## config.mk

```make
export PLATFORM = sky130hd
export DESIGN_NAME = imem_loader_flat
export DESIGN_NICKNAME = d
export VERILOG_FILES = /design/src/rtl/imem_loader_if.sv /design/src/rtl/imem_loader.sv /design/src/flat_wrapper.sv
export SDC_FILE = /design/constraint.sdc
export NUM_CORES = 1
export LEC_CHECK = 0
export CAP_MARGIN = 30
export CORE_ASPECT_RATIO = 1.5
export CORE_MARGIN = 2
export CORE_UTILIZATION = 49
export DETAILED_ROUTE_END_ITERATION = 8
export GPL_ROUTABILITY_DRIVEN = 1
export PLACE_DENSITY = 0.79
export SYNTH_ARGS = -nofsm -noshare
export SYNTH_HDL_FRONTEND = slang
export SYNTH_SLANG_ARGS = --single-unit
```

## constraint.sdc

```tcl
create_clock -name clk -period 2.8 [get_ports clk]
set_clock_uncertainty 0.1 [all_clocks]
set_input_delay 0.28 -clock clk [delete_from_list [all_inputs] [get_ports clk]]
set_output_delay 0.28 -clock clk [all_outputs]
set_load 0.02 [all_outputs]
```

## src/rtl/imem_loader_if.sv

```systemverilog
// Word stream from the program source plus the byte RAM write port of imem_loader.
interface imem_loader_if #(
   parameter int DATA_WIDTH = 8,
   parameter int ADDR_WIDTH = 6
);
   logic                  wr_valid;
   logic [31:0]           wr_word;
   logic                  wr_last;
   logic                  wr_ready;
   logic                  mem_we;
   logic [ADDR_WIDTH-1:0] mem_addr;
   logic [DATA_WIDTH-1:0] mem_wdata;

   // master is the program source, which also observes the RAM write port
   modport master (
      output wr_valid, wr_word, wr_last,
      input  wr_ready, mem_we, mem_addr, mem_wdata
   );

   modport slave (
      input  wr_valid, wr_word, wr_last,
      output wr_ready, mem_we, mem_addr, mem_wdata
   );
endinterface

```

## src/rtl/imem_loader.sv

```systemverilog
// Loads 32-bit instruction words into a byte-wide big-endian instruction RAM,
// one byte per cycle, MSB first, from a word-aligned base address.
module imem_loader #(
   parameter int DATA_WIDTH = 8,
   parameter int ADDR_WIDTH = 6,
   parameter int RAM_DEPTH  = 1 << ADDR_WIDTH
) (
   input  logic                  clk,
   input  logic                  rst_n,
   input  logic                  start,
   input  logic [ADDR_WIDTH-1:0] base_addr,
   imem_loader_if.slave          bus,
   output logic                  busy,
   output logic                  done,
   output logic                  error,
   output logic [ADDR_WIDTH-2:0] word_count
);

   localparam logic [2:0] S_IDLE  = 3'd0;
   localparam logic [2:0] S_WAIT  = 3'd1;
   localparam logic [2:0] S_WRITE = 3'd2;
   localparam logic [2:0] S_DONE  = 3'd3;
   localparam logic [2:0] S_ERR   = 3'd4;

   localparam logic [ADDR_WIDTH-2:0] WC_LAST = (ADDR_WIDTH-1)'(RAM_DEPTH/4 - 1);

   logic [2:0]            state_q, state_d;
   logic [ADDR_WIDTH-1:0] ptr_q, ptr_d, ptr_inc;
   logic [1:0]            byte_idx_q, byte_idx_d;
   logic                  full_q, full_d;
   logic [31:0]           word_q, word_d;
   logic                  last_q, last_d;
   logic [ADDR_WIDTH-2:0] word_count_q, word_count_d;
   logic                  mem_we_q, mem_we_d;
   logic [ADDR_WIDTH-1:0] mem_addr_q, mem_addr_d;
   logic [DATA_WIDTH-1:0] mem_wdata_q, mem_wdata_d;
   logic                  unused_base_lsbs;

   function automatic logic [DATA_WIDTH-1:0] byte_sel(input logic [31:0] w,
                                                      input logic [1:0]  idx);
      logic [DATA_WIDTH-1:0] b;
      case (idx)
         2'd0:    b = w[31:24];
         2'd1:    b = w[23:16];
         2'd2:    b = w[15:8];
         default: b = w[7:0];
      endcase
      return b;
   endfunction

   assign ptr_inc          = ptr_q + 1'b1;
   assign unused_base_lsbs = ^base_addr[1:0];

   // The RAM port is registered one cycle ahead: the byte shown during a WRITE
   // cycle is the one the RAM captures at the end of that cycle.
   always_comb begin
      state_d      = state_q;
      ptr_d        = ptr_q;
      byte_idx_d   = byte_idx_q;
      full_d       = full_q;
      word_d       = word_q;
      last_d       = last_q;
      word_count_d = word_count_q;
      mem_we_d     = 1'b0;
      mem_addr_d   = mem_addr_q;
      mem_wdata_d  = mem_wdata_q;

      case (state_q)
         S_IDLE, S_DONE, S_ERR: begin
            if (start) begin
               ptr_d        = {base_addr[ADDR_WIDTH-1:2], 2'b00};
               word_count_d = '0;
               full_d       = 1'b0;
               state_d      = S_WAIT;
            end
         end
         S_WAIT: begin
            if (bus.wr_valid) begin
               if (full_q) begin
                  state_d = S_ERR;
               end else begin
                  word_d      = bus.wr_word;
                  last_d      = bus.wr_last;
                  byte_idx_d  = 2'd0;
                  mem_we_d    = 1'b1;
                  mem_addr_d  = ptr_q;
                  mem_wdata_d = byte_sel(bus.wr_word, 2'd0);
                  state_d     = S_WRITE;
               end
            end
         end
         S_WRITE: begin
            ptr_d = ptr_inc;
            if (ptr_inc == '0) begin
               full_d = 1'b1;
            end
            if (byte_idx_q != 2'd3) begin
               byte_idx_d  = byte_idx_q + 2'd1;
               mem_we_d    = 1'b1;
               mem_addr_d  = ptr_inc;
               mem_wdata_d = byte_sel(word_q, byte_idx_q + 2'd1);
            end else begin
               // a full-RAM session brings the count back to zero
               word_count_d = (word_count_q == WC_LAST) ? '0 : word_count_q + 1'b1;
               state_d      = last_q ? S_DONE : S_WAIT;
            end
         end
         default: state_d = S_IDLE;
      endcase
   end

   always_ff @(posedge clk) begin
      if (!rst_n) begin
         state_q      <= S_IDLE;
         ptr_q        <= '0;
         byte_idx_q   <= '0;
         full_q       <= 1'b0;
         last_q       <= 1'b0;
         word_count_q <= '0;
         mem_we_q     <= 1'b0;
         mem_addr_q   <= '0;
         mem_wdata_q  <= '0;
      end else begin
         state_q      <= state_d;
         ptr_q        <= ptr_d;
         byte_idx_q   <= byte_idx_d;
         full_q       <= full_d;
         last_q       <= last_d;
         word_count_q <= word_count_d;
         mem_we_q     <= mem_we_d;
         mem_addr_q   <= mem_addr_d;
         mem_wdata_q  <= mem_wdata_d;
      end
   end

   always_ff @(posedge clk) begin
      word_q <= word_d;
   end

   assign bus.wr_ready  = (state_q == S_WAIT);
   assign bus.mem_we    = mem_we_q;
   assign bus.mem_addr  = mem_addr_q;
   assign bus.mem_wdata = mem_wdata_q;
   assign busy          = (state_q == S_WAIT) || (state_q == S_WRITE);
   assign done          = (state_q == S_DONE);
   assign error         = (state_q == S_ERR);
   assign word_count    = word_count_q;

endmodule

```

## src/flat_wrapper.sv

```systemverilog
// flat-port wrapper written by rule: the top's interface ports become plain ports
module imem_loader_flat 
#(
   parameter int DATA_WIDTH = 8,
   parameter int ADDR_WIDTH = 6,
   parameter int RAM_DEPTH  = 1 << ADDR_WIDTH
)
  (clk, rst_n, start, base_addr, busy, done, error, word_count, bus_wr_valid, bus_wr_word, bus_wr_last, bus_wr_ready, bus_mem_we, bus_mem_addr, bus_mem_wdata);
  imem_loader_if #(.DATA_WIDTH(DATA_WIDTH), .ADDR_WIDTH(ADDR_WIDTH)) bus_i ();
  input  logic clk;
  input  logic rst_n;
  input  logic start;
  input  logic [ADDR_WIDTH-1:0] base_addr;
  output logic busy;
  output logic done;
  output logic error;
  output logic [ADDR_WIDTH-2:0] word_count;
  input wire logic [$bits(bus_i.wr_valid)-1:0] bus_wr_valid;
  input wire logic [$bits(bus_i.wr_word)-1:0] bus_wr_word;
  input wire logic [$bits(bus_i.wr_last)-1:0] bus_wr_last;
  output wire logic [$bits(bus_i.wr_ready)-1:0] bus_wr_ready;
  output wire logic [$bits(bus_i.mem_we)-1:0] bus_mem_we;
  output wire logic [$bits(bus_i.mem_addr)-1:0] bus_mem_addr;
  output wire logic [$bits(bus_i.mem_wdata)-1:0] bus_mem_wdata;
  assign bus_i.wr_valid = bus_wr_valid;
  assign bus_i.wr_word = bus_wr_word;
  assign bus_i.wr_last = bus_wr_last;
  assign bus_wr_ready = bus_i.wr_ready;
  assign bus_mem_we = bus_i.mem_we;
  assign bus_mem_addr = bus_i.mem_addr;
  assign bus_mem_wdata = bus_i.mem_wdata;
  imem_loader #(.DATA_WIDTH(DATA_WIDTH), .ADDR_WIDTH(ADDR_WIDTH), .RAM_DEPTH(RAM_DEPTH)) u_core (.clk(clk), .rst_n(rst_n), .start(start), .base_addr(base_addr), .bus(bus_i), .busy(busy), .done(done), .error(error), .word_count(word_count));
endmodule
```

==> results by group <==
Yosys
  • Top_reg_cell synth: dfxtp_1
  • Yosys warning total: 0
  • Yosys reg bits: 65
  • Number of flops mapped to enable cells by yosys: 32
  • Mapped cell area: 2850 um^2
  • Post-synth net total: 324
  • Unique masters post-synth: 43
  • Post-Syn Instances: 273
  • Register area share after synthesis: 56.9%
  • Syn_area_per_cell: 10.4 um^2
  • Area contributors post-synth: edfxtp_1, dfxtp_1, nand2_1
  • Area share of the largest cell type after synthesis: 33.7%
  • Yosys top cell by area: edfxtp_1
  • FFs w/ async S/R, synth: 0%

Clock network
  • Root Buffer: clkbuf_8
  • H-tree Lvls: 3
  • Postcts setup bufs: 0
  • Number of hold buffers added after cts: 0
  • Skew-Pair Late Insertion Delay: 0.34 ns
  • TritonCTS clock tree: done
  • Clk sinks: 65
  • Worst-path clk slew: 0.07 ns
  • Max clock buf depth: 2
  • CTS Buf Count: 9
  • CTS resizes: 0

Global route
  • First-pass GRT wire length: 9900 um
  • Largest net degree at the start of global routing: 33
  • Antenna violations before repair: 0
  • Overall Global Routing Usage: 20.4%
  • GR Overflow Total: 0
  • Vias in the first global route: 2241

Cells and area
  • Highest-count cells in the layout ignoring fill and taps: clkdlybuf4s50_1, nand2_1, dfxtp_1
  • Non-Filler Instances: 413
  • Most common cell after layout, fill and taps aside: clkdlybuf4s50_1
  • Ant. Diodes: 0
  • Area growth syn-to-layout: 31.3%
  • Nets: 387
  • Share of layout cells above drive strength 1: 7.04%

Floorplan
  • Die Ht: 97.4 um
  • Die area: 6450 um^2
  • Initial Util: 50.0%
  • Die X: 66.2 um
  • # IOs: 67
  • Core Area: 5700 um^2
  • # rows: 34

Timing
  • Setup-failing EPs final: 0
  • RSZ-0062 raised after global routing: no
  • Fmax: 400 MHz
  • Worst Tran Pin Value: 0.510 ns
  • Period minus WS final: 2.50 ns
  • Setup tns final: 0 ns
  • Final period util: 89.2%
  • Final Hold Vio Count: 0
  • Rel. slew slack: 65.8%
  • Pins Over Slew Limit: 0

Power
  • Power Density: 592 nW/um^2
  • Cell-internal power: 1.69 mW
  • VDD IR max: 0.000385 V
  • Leak: 1.31 nW
  • Combinational share of power: 12.6%
  • Switching Share: 23.5%
  • Seq pwr share: 48.8%
  • Switching power: 0.520 mW
  • Clk pwr share: 38.5%

Route
  • Vias after detailed routing: 2310
  • First-pass detailed-route iteration total: 5
  • Via/cell ratio: 5.59
  • Routed Antenna Nets: 0
  • 1st-iter DRT viols: 157
  • Drt total wl: 6060 um
  • DRC Markers: 0
  • Drt wl/cell: 14.7 um

Placement
  • PortBufs: 64
  • RePlAce Congestion: 0.842
  • Hpwl dp: 4240 um
  • Dpl cells: 397

Worst setup path
  • Worst setup EP type: output pin
  • CP Data Required Time: 2.42 ns
  • CP startpoint kind: register
  • Critical-path maximum fanout: 15
  • Worst Setup Path Type: register to output pin
  • Arrival time worst endpoint: 2.12 ns

Status
  • Run status: completed

Hold path
  • Hold Crit Class: register to register

Flow run
  • Maxcap violations: 0
==> area by class of cell <==
cell class              instances  area (um^2)
flip-flops and latches         65         1620
clock buffers                  11          131
repair buffers                 69          678
fillers                       463         1960
clock inverters                 5         78.8
multi-input cells             182         1100
inverters                       9         33.8
well taps                      72         90.1
==> cell families (layout without fill, tap and decap cells) <==
family,count (synthesis),in the layout,synth area share [%]
buffers and inverters,26,94,4.39
XOR/XNOR,3,3,0.923
multiplexers,5,5,1.80
adder cells (fa/ha/maj),8,8,3.52
flip-flops,65,65,56.9
AO/OA/AOI/OAI,81,81,18.1
AND/OR/NAND/NOR,85,85,14.3
==> synthesized netlist by cell type (all sizes together) (2+ instances only) <==
| master | number |
|---|---|
| dfxtp | 33 |
| a21oi | 17 |
| nand4 | 2 |
| o21a | 5 |
| o2111ai | 2 |
| nor2 | 14 |
| a211oi | 3 |
| o21ai | 27 |
| or3 | 3 |
| a31oi | 12 |
| a211o | 2 |
| buf | 7 |
| nand3 | 5 |
| nor3b | 2 |
| a222oi | 8 |
| inv | 8 |
| nor3 | 2 |
| or3b | 2 |
| edfxtp | 32 |
| mux2i | 4 |
| ha | 8 |
| xnor2 | 2 |
| nand2 | 41 |
| clkbuf | 10 |
| and2 | 4 |
| nand2b | 3 |
| nor4 | 2 |
==> stage by stage <==
stage	utilization [%]	hold slack (ns)	cell area, um^2	total power, mW	setup slack (ns)
after floorplan	-	0.279	2850	1.24	0.0973
after global placement	61.9	0.349	3530	1.38	0.537
after detailed placement	61.9	0.351	3530	1.38	0.521
after CTS	65.6	0.360	3740	2.22	0.298
after global routing	65.6	0.369	3740	2.29	0.137
final	65.6	0.366	3740	2.21	0.303
==> critical path: stages (launching register included) <==
cell	delay [ns]
dfxtp_1	0.61
nor3b_1	0.48
clkdlybuf4s50_1	0.70
==> registers in the layout, summed over array words and instances (netlist names) <==
| name | cells |
|---|---|
| u_core.word_q | 32 |
| u_core.bus.mem_wdata | 8 |
| u_core.bus.mem_addr | 6 |
| u_core.ptr_q | 6 |
| u_core.word_count | 5 |
| u_core.state_q | 3 |
| u_core.byte_idx_q | 2 |
| u_core.bus.mem_we | 1 |
| u_core.full_q | 1 |
| u_core.last_q | 1 |
==> worst paths after layout <==
kind                                startpoint                                 to  slack (ns)  cells after the start
max reg2reg     u_core.state_q[0]$_SDFFE_PN0P_        u_core.word_q[14]$_DFFE_PP_        0.59                      4
min reg2reg  u_core.word_count[4]$_SDFFE_PN0P_  u_core.word_count[4]$_SDFFE_PN0P_        0.37                      2
min          u_core.word_count[4]$_SDFFE_PN0P_  u_core.word_count[4]$_SDFFE_PN0P_        0.37                      2
max             u_core.state_q[0]$_SDFFE_PN0P_                       bus_wr_ready        0.30                      2
==> metal layers <==
metal	GRT usage (%)	up-vias	wire length [um]	part of all wire, %
met5	0	-	0	0
met4	9.58	0	82	1.4
met3	5.33	7	318	5.2
met2	35.5	77	3390	56
met1	22.3	1094	2270	37
li1	-	1132	-	-
==> power by group through the flow <==
stage          combinational (mW)  clock (mW)  sequential [mW]
2_1_floorplan               0.125           0             1.11
3_3_place_gp                0.276           0             1.10
3_5_place_dp                0.280           0             1.10
4_1_cts                     0.281       0.863             1.08
5_1_grt                     0.303       0.903             1.09
6_report                    0.280       0.853             1.08
Note: power is estimated with default switching activity, not from simulation.
